===== src/rtl/fp_divider_seq.sv =====
// Sequential IEEE-754 single-precision divider (result = a / b).
// One restoring-division step per cycle on the mantissas, result truncated.
// Zero divisor and zero dividend short-circuit straight to DONE.
module fp_divider_seq #(
    parameter int EXP_W  = 8,
    parameter int MANT_W = 23,
    parameter int BIAS   = 127
) (
    input  logic                      clk,
    input  logic                      rst,
    input  logic                      in_valid,
    output logic                      in_ready,
    input  logic [EXP_W+MANT_W:0]     a,
    input  logic [EXP_W+MANT_W:0]     b,
    output logic                      out_valid,
    input  logic                      out_ready,
    output logic [EXP_W+MANT_W:0]     result,
    output logic                      div_by_zero
);
    localparam int W  = 1 + EXP_W + MANT_W;
    localparam int QW = MANT_W + 2;          // quotient / remainder width
    localparam int DW = MANT_W + 1;          // divisor width (hidden 1 + mant)
    localparam int EW = EXP_W + 2;           // signed exponent working width
    localparam int CW = $clog2(MANT_W + 2);

    localparam logic [CW-1:0]        LAST   = CW'(MANT_W + 1);
    localparam logic signed [EW-1:0] BIAS_S = EW'(BIAS);
    localparam logic signed [EW-1:0] ONE_S  = EW'(1);
    localparam logic signed [EW-1:0] EMAX   = EW'((1 << EXP_W) - 1);

    typedef enum logic [1:0] {IDLE, BUSY, DONE} state_t;

    state_t state, state_nx;

    logic                     sa, sb;
    logic [EXP_W-1:0]         ea, eb;
    logic [MANT_W-1:0]        ma, mb;
    logic                     special;

    logic                     sign_r;
    logic signed [EW-1:0]     exp_diff_r;
    logic [QW-1:0]            rem_r;
    logic [DW-1:0]            div_r;
    logic [QW-1:0]            q_r;
    logic [CW-1:0]            cnt_r;

    logic                     ge;
    logic [QW-1:0]            div_ext, diff, rem_nx, q_nx;
    logic                     norm_hi;
    logic [MANT_W-1:0]        mant_n;
    logic signed [EW-1:0]     e_n;
    logic [W-1:0]             res_n;

    assign {sa, ea, ma} = a;
    assign {sb, eb, mb} = b;
    // Zero exponent means zero (denormals flushed); such operands skip BUSY
    assign special = (eb == '0) || (ea == '0);

    // State register
    always_ff @(posedge clk) begin
        if (rst) state <= IDLE;
        else     state <= state_nx;
    end

    // Next-state and handshake outputs
    always_comb begin
        state_nx  = state;
        in_ready  = 1'b0;
        out_valid = 1'b0;
        case (state)
            IDLE: begin
                in_ready = 1'b1;
                if (in_valid) state_nx = special ? DONE : BUSY;
            end
            BUSY: if (cnt_r == LAST) state_nx = DONE;
            DONE: begin
                out_valid = 1'b1;
                if (out_ready) state_nx = IDLE;
            end
            default: state_nx = IDLE;
        endcase
    end

    // One restoring step: remainder always stays below 2*divisor, so the
    // shifted-out top bit is always zero
    always_comb begin
        div_ext = {1'b0, div_r};
        ge      = (rem_r >= div_ext);
        diff    = rem_r - div_ext;
        rem_nx  = ge ? {diff[QW-2:0], 1'b0} : {rem_r[QW-2:0], 1'b0};
        q_nx    = {q_r[QW-2:0], ge};
    end

    // Normalize the final quotient (in [0.5,2)) and range-check the exponent
    always_comb begin
        norm_hi = q_nx[QW-1];
        mant_n  = norm_hi ? q_nx[MANT_W:1] : q_nx[MANT_W-1:0];
        e_n     = exp_diff_r + BIAS_S;
        if (!norm_hi) e_n = e_n - ONE_S;
        if (e_n >= EMAX)
            res_n = {sign_r, {EXP_W{1'b1}}, {MANT_W{1'b0}}};
        else if (e_n <= 0)
            res_n = {sign_r, {(EXP_W+MANT_W){1'b0}}};
        else
            res_n = {sign_r, e_n[EXP_W-1:0], mant_n};
    end

    // Datapath: latch operands on accept, iterate in BUSY, register result
    always_ff @(posedge clk) begin
        if (rst) begin
            sign_r      <= 1'b0;
            exp_diff_r  <= '0;
            rem_r       <= '0;
            div_r       <= '0;
            q_r         <= '0;
            cnt_r       <= '0;
            result      <= '0;
            div_by_zero <= 1'b0;
        end else begin
            case (state)
                IDLE: if (in_valid) begin
                    sign_r <= sa ^ sb;
                    if (eb == '0) begin
                        result      <= {sa ^ sb, {EXP_W{1'b1}}, {MANT_W{1'b0}}};
                        div_by_zero <= 1'b1;
                    end else if (ea == '0) begin
                        result      <= {sa ^ sb, {(EXP_W+MANT_W){1'b0}}};
                        div_by_zero <= 1'b0;
                    end else begin
                        exp_diff_r <= $signed({2'b00, ea}) - $signed({2'b00, eb});
                        rem_r      <= {1'b0, 1'b1, ma};
                        div_r      <= {1'b1, mb};
                        q_r        <= '0;
                        cnt_r      <= '0;
                    end
                end
                BUSY: begin
                    rem_r <= rem_nx;
                    q_r   <= q_nx;
                    cnt_r <= cnt_r + CW'(1);
                    if (cnt_r == LAST) begin
                        result      <= res_n;
                        div_by_zero <= 1'b0;
                    end
                end
                default: ;
            endcase
        end
    end
endmodule

===== config.mk =====
export PLATFORM = sky130hd
export DESIGN_NAME = fp_divider_seq
export DESIGN_NICKNAME = d
export VERILOG_FILES = /design/src/rtl/fp_divider_seq.sv
export SDC_FILE = /design/constraint.sdc
export NUM_CORES = 1
export LEC_CHECK = 0
export ABC_AREA = 1
export BUFFER_PORTS_ARGS = -buffer_cell sky130_fd_sc_hd__buf_2
export CORE_ASPECT_RATIO = 1.4
export CORE_UTILIZATION = 25
export CTS_BUF_LIST = sky130_fd_sc_hd__clkbuf_2 sky130_fd_sc_hd__clkbuf_4 sky130_fd_sc_hd__clkbuf_8
export DETAILED_ROUTE_END_ITERATION = 7
export PLACE_DENSITY_LB_ADDON = 0.05
export SYNTH_ARGS = -nofsm -noshare
export SYNTH_HDL_FRONTEND = slang
export SYNTH_SLANG_ARGS = --single-unit

===== constraint.sdc =====
create_clock -name clk -period 6.87 [get_ports clk]
set_clock_uncertainty 0.05 [all_clocks]
set_input_delay 1.0305 -clock clk [delete_from_list [all_inputs] [get_ports clk]]
set_output_delay 1.0305 -clock clk [all_outputs]
set_load 0.03 [all_outputs]

==> metrics.csv, run 1 <==
metric,value,unit
status,"complete, no violations",
via count,7336,
#FFs+latches synth,123,
number of CTS-inserted buffers,17,
Mapped Nets,1240,
Synthesis Warnings,0,
port buffer count,102,
reg2reg start,div_r[4]$_SDFFE_PP0P_,
crit-path cells,buf_2 -> inv_1 -> nand4_1 -> nor4_1 -> a21oi_1 -> nand2_1 -> inv_1 -> buf_4 -> nand2_1 -> o32ai_1,
Residual DRC,0,
"Hold Vio Cnt, Final",0,
Die Wd,148,um
DRT iter0 DRCs,240,
final slew viol count,0,
Synth top area share,33.0,%
Int Pwr,0.00143,W
multi-input logic area,0.00431,mm2
die area,0.0306,mm2
syn_area_per_cell,6.59,um2
switching pwr,0.00104,W
sequential share of the synthesized area,33.0,%
sequential cell area,0.00246,mm2
GRT Total Usage,16.2,%
synthesized area,0.00747,mm2
"Max FO, Critical Path",33,
"Core Util, Final",29.8,%
number of global-route vias before repair,7354,
post-cts sizing count,0,
Total Nets Final,1323,
# hold bufs at CTS,0,
Synth async-reset ratio,0,%
DP Wirelength,17300,um
Synth area leader,dfxtp_1,
Worst Hold End,result[3]$_SDFFE_PP0P_,
antenna-violating nets left,0,
Area Overhead vs Synth,16.7,%
grt total ovfl,0,
Clock transition at path regs,80,ps
Worst setup SP type,input port,
CP endpoint kind,register,
Synth Flop Type,dfxtp_1,
CTS sink count,123,
static leakage,3.91,nW
pin count of the biggest net entering global routing,53,
Pre-antenna DRT Iters,5,
"Distinct cells, synth",44,
dpl ws,3180,ps
clk buf depth,2,
Core ar.,0.0293,mm2
clock latency at the later pin of the worst-skew pair,450,ps
Flop pwr share,32.3,%
crit path time final,3170,ps
Initial Util,25.5,%
Switching Share,42.0,%
crit path DAT,3470,ps
cells on worst reg2reg path,12,
max-cap violations,0,
WS Path Type,in2reg,
cells after synthesis,1134,
HP Class,reg2reg,
R2R setup slack,3710,ps
Final Setup Violations,0,
CP required,7180,ps
Comb pwr share,40.5,%
CTS tree,built,
RSZ-0062 raised after global routing,no,
Avg WL per Cell,14.7,um
H-tree Lvls,4,
most numerous cell in the Yosys netlist,nand2_1,
antenna fix cells,0,
FP Rows,74,
CP max stage delay,450,ps
Hold WS,413,ps
Routability Congestion,0.785,
initial antenna violation count,0,
Hold Crit Depth,2,
Power Dens Cells,283,mW/mm2
Worst slew margin,40.4,%
synth top area cells,"dfxtp_1, nand2_1, a21oi_1",
share of cells above drive strength 1,15.1,%
share of total power in the clock network,27.1,%
Final Cycle Share,46.1,%
chip height,207,um
CTS root buf,clkbuf_8,
wire length of the first global-routing pass,38600,um
setup TNS,0,ps
fmax,0.316,GHz
post-CTS setup buffer count,0,
top post-synthesis cells by count,"nand2_1, dfxtp_1, a21oi_1, inv_1, nand3_1",
num ports,103,
drt total wl,23600,um
Worst R2R End,rem_r[7]$_SDFFE_PP0P_,
number of synthesized flops with an enable pin,0,
hold_sp,result[3]$_SDFFE_PP0P_,
worst-margin pin slew,893,ps
VDD IR max,0.000120,V
"Power, Total",0.00247,W
Via density,4.56,
Critical Path Slowest Stage Cell,inv_1,
Fillers,3407,
setup ws final,3700,ps
cells in the final DEF, fill, tap and decap left out, types with 5 or more instances in the layout:
master	n
a21o_1	5
a21oi_1	120
a31oi_1	15
buf_2	102
buf_4	10
clkbuf_8	18
clkinvlp_4	5
dfxtp_1	123
ha_1	36
inv_1	116
inv_2	12
nand2_1	344
nand2_2	10
nand3_1	72
nand4_1	28
nor2_1	47
nor2_2	5
nor3_1	10
o21ai_0	66
o21ai_1	7
o21bai_1	6
o22ai_1	5
xnor2_1	13
xor2_1	11
registers in the layout, summed over array words and instances (netlist names):
register	flops
state	2
exp_diff_r	9
div_by_zero	1
div_r	24
cnt_r	5
sign_r	1
rem_r	25
q_r	24
result	32
logic make-up after synthesis:
kind of cell | after synthesis | share of synthesized area [%]
AOI/OAI and AO/OA | 237 | 17.2
xor gates and xnor gates | 24 | 2.81
adders and majority gates | 38 | 6.56
buffers and inverters | 178 | 9.49
DFF | 123 | 33.0
and+or+nand+nor | 534 | 31.0
power by group through the flow:
stage / registers [W] / clock network (W) / logic [W]
finish: 0.000799 / 0.000671 / 0.00100
global route: 0.000807 / 0.000736 / 0.00114
CTS: 0.000799 / 0.000706 / 0.00102
detailed placement: 0.000815 / 0 / 0.00102
global placement: 0.000816 / 0 / 0.00102
floorplan: 0.000811 / 0 / 0.000749
layout make-up:
| class | count | share of cell area (%) |
|---|---|---|
| clock buffer | 19 | 2.93 |
| clock inverter | 13 | 1.64 |
| inverter | 130 | 5.63 |
| multi-input combinational | 833 | 49.4 |
| sequential | 123 | 28.2 |
| tap | 380 | 5.45 |
| timing repair buffer | 112 | 6.72 |
worst max path at each step:
stage	start	end	slack [ps]	cells past startpoint
6_report	b[24]	exp_diff_r[8]$_SDFFE_PP0P_	3700	10
5_1_grt	div_r[4]$_SDFFE_PP0P_	rem_r[11]$_SDFFE_PP0P_	3370	12
4_1_cts	div_r[4]$_SDFFE_PP0P_	rem_r[8]$_SDFFE_PP0P_	3640	12
3_5_place_dp	b[24]	exp_diff_r[8]$_SDFFE_PP0P_	3180	10
3_3_place_gp	b[24]	exp_diff_r[8]$_SDFFE_PP0P_	3250	10
2_1_floorplan	a[23]	exp_diff_r[8]$_SDFFE_PP0P_	4300	9
critical path: cells and delay by family:
family | cells | cell delay, ps
simple gates | 4 | 640
buf+inv | 4 | 1050
compound gates | 2 | 700
per-stage QoR:
step	std cells	instance area, um2
global route	1610	8720
detailed placement	1578	8320
global placement	1578	8320
CTS	1610	8720
finish	1610	8720
floorplan	1134	7470
metal layers:
metal / vias to the layer above / share of wire [%] / GRT usage, %
met4: 0 / 1.2 / 4.68
met5: - / 0 / 0
met1: 3360 / 44 / 18.4
met2: 81 / 53 / 31.0
met3: 14 / 2.0 / 2.37
li1: 3881 / - / -
No activity file was read; power rests on OpenSTA's default activity.
==> run 2, diff against run 1 <==
Settings changed: ABC_AREA 1 to 0.
Clock period 6.87 ns to 3.2 ns, I/O delays scaled along.
==> metrics.csv, run 2 <==
metric,value,unit
status,"complete, no violations",
synth top area cells,"dfxtp_1, ha_1, a21oi_1",
chip height,203,um
DRT iter0 DRCs,261,
Final Setup Violations,0,
Area Overhead vs Synth,20.3,%
post-route cell area,0.00871,mm2
CTS sink count,123,
CP endpoint kind,register,
number of synthesized flops with an enable pin,0,
Worst setup SP type,register,
cells after synthesis,882,
multi-input logic area,0.00436,mm2
Reg with most FFs,result,
Synth Flop Type,dfxtp_1,
simple-gate share of the synthesized area,19.0,%
static leakage,3.46,nW
number of CTS-inserted buffers,17,
syn_area_per_cell,8.21,um2
max-cap violations,0,
Routed met1 length,9730,um
fmax,0.339,GHz
num ports,103,
pin count of the biggest net entering global routing,78,
Final Cycle Share,92.2,%
Via density,4.85,
RSZ-0062 raised after global routing,no,
"Hold Vio Cnt, Final",0,
"commonest non-fill, non-tap cells in the layout","dfxtp_1, nand2_1, buf_2",
top post-synthesis cells by count,"dfxtp_1, nand2_1, a21oi_1, nor2_1, a22oi_1",
Initial Util,25.5,%
Synth area leader,dfxtp_1,
post-synthesis compound-gate area fraction,25.5,%
CP required,3500,ps
VDD IR max,0.000326,V
"Distinct cells, synth",75,
Avg WL per Cell,16.8,um
GRT Total Usage,16.2,%
Synthesis Warnings,0,
WS Path Type,reg2reg,
worst-margin pin slew,925,ps
Routed met3 length,574,um
highest metal used,met4,
port buffer count,102,
Routability Congestion,0.811,
post-place instance area,0.00828,mm2
mux cell area share after synthesis,5.32,%
DP Wirelength,17000,um
final slew viol count,0,
number of global-route vias before repair,6826,
biggest regs,"result (32), rem_r (25)",
largest family of logic cells by synthesized area,compound AO/OA/AOI/OAI gates,
wire length of the first global-routing pass,37400,um
sequential share of the synthesized area,34.0,%
Fillers,3130,
xor/xnor share of the synthesized area,3.61,%
sequential cell area,0.00246,mm2
synthesized area,0.00724,mm2
clk buf depth,2,
antenna fix cells,0,
Power Dens Cells,649,mW/mm2
share of cells above drive strength 1,21.1,%
CTS tree,built,
met2 routed WL,12400,um
CTS root buf,clkbuf_8,
Total Nets Final,1094,
Residual DRC,0,
initial antenna violation count,0,
H-tree Lvls,4,
dpl ws,158,ps
Pre-antenna DRT Iters,4,
grt total ovfl,0,
Synth top area share,34.0,%
die area,0.0296,mm2
Synth async-reset ratio,0,%
clock latency at the later pin of the worst-skew pair,460,ps
"Max FO, Critical Path",12,
FP Rows,73,
"commonest non-fill, non-tap cell in the layout",dfxtp_1,
post-synthesis adder-cell area fraction,6.78,%
Worst slew margin,38.3,%
drt total wl,23100,um
Clock transition at path regs,90,ps
Die Wd,146,um
#FFs+latches synth,123,
crit path DAT,3250,ps
most numerous cell in the Yosys netlist,dfxtp_1,
crit path time final,2950,ps
Mapped Nets,988,
Core ar.,0.0284,mm2
post-CTS setup buffer count,0,
max reg flops,32,
via count,6667,
setup TNS,0,ps
setup ws final,249,ps
HP Class,in2reg,
antenna-violating nets left,0,
==> run 2: changes by cell type after synthesis, moves of 37 or more <==
cell / delta
mux2i_1: +37
inv_1: -70
a22oi_1: +47
a21oi_1: -41
nand2_1: -242
nand3_1: -56
==> run 2: power by group <==
part	switching, W	leakage, nW	internal (W)	total [W]
registers	0.0000993	1.00	0.00165	0.00175
logic	0.00138	2.25	0.000985	0.00236
clock network	0.000740	0.210	0.000797	0.00154
==> run 2: repair_timing <==
item,in CTS,in global routing
hold buffers,0,0
gates resized for setup,0,2
setup endpoints to repair,0,18
==> run 2: per-layer routing <==
| layer | vias up | track usage, % |
|---|---|---|
| met5 | - | 0 |
| met1 | 3135 | 18.2 |
| met4 | 0 | 4.77 |
| li1 | 3408 | - |
| met2 | 99 | 30.7 |
| met3 | 25 | 3.02 |
==> run 2: area by class of cell <==
cell class,count,share of cell area [%]
clock buffer,18,2.77
tap,375,5.39
timing repair buffer,141,9.39
clock inverter,14,2.10
sequential,123,28.3
inverter,46,1.98
multi-input combinational,659,50.1
==> run 2: through the flow <==
stage               hold WS [ps]  util, %  std cells  power [W]
floorplan                    385        -        882    0.00347
global placement             385     29.2       1344    0.00421
detailed placement           391     29.2       1344    0.00419
CTS                          158     30.6       1376    0.00578
global route                 170     30.7       1376    0.00611
finish                       196     30.7       1376    0.00565
==> run 2: cells by family after synthesis <==
kind of cell / count (synthesis)
fa+ha+maj: 38
compound gates: 275
simple gates: 279
xor+xnor: 29
flops: 123
mux: 38
buf+inv: 100
==> run 2: worst paths after layout <==
path	slack, ps	start	endpoint	cells past startpoint
worst max-delay path	250	exp_diff_r[0]$_SDFFE_PP0P_	result[5]$_SDFFE_PP0P_	11
worst min-delay path	200	b[16]	div_r[16]$_SDFFE_PP0P_	3
worst max register to register	250	exp_diff_r[0]$_SDFFE_PP0P_	result[5]$_SDFFE_PP0P_	11
worst min register to register	400	result[16]$_SDFFE_PP0P_	result[16]$_SDFFE_PP0P_	2
==> run 2: critical path, cell delays in order, from the launching register on <==
cell and delay (ps):
dfxtp_1 310, inv_1 70, ha_1 370, xnor2_2 160
buf_4 170, nand2_1 140, o31a_1 320, mux2_4 310
or4_4 500, nand4b_4 190, buf_12 180, o21ai_2 70
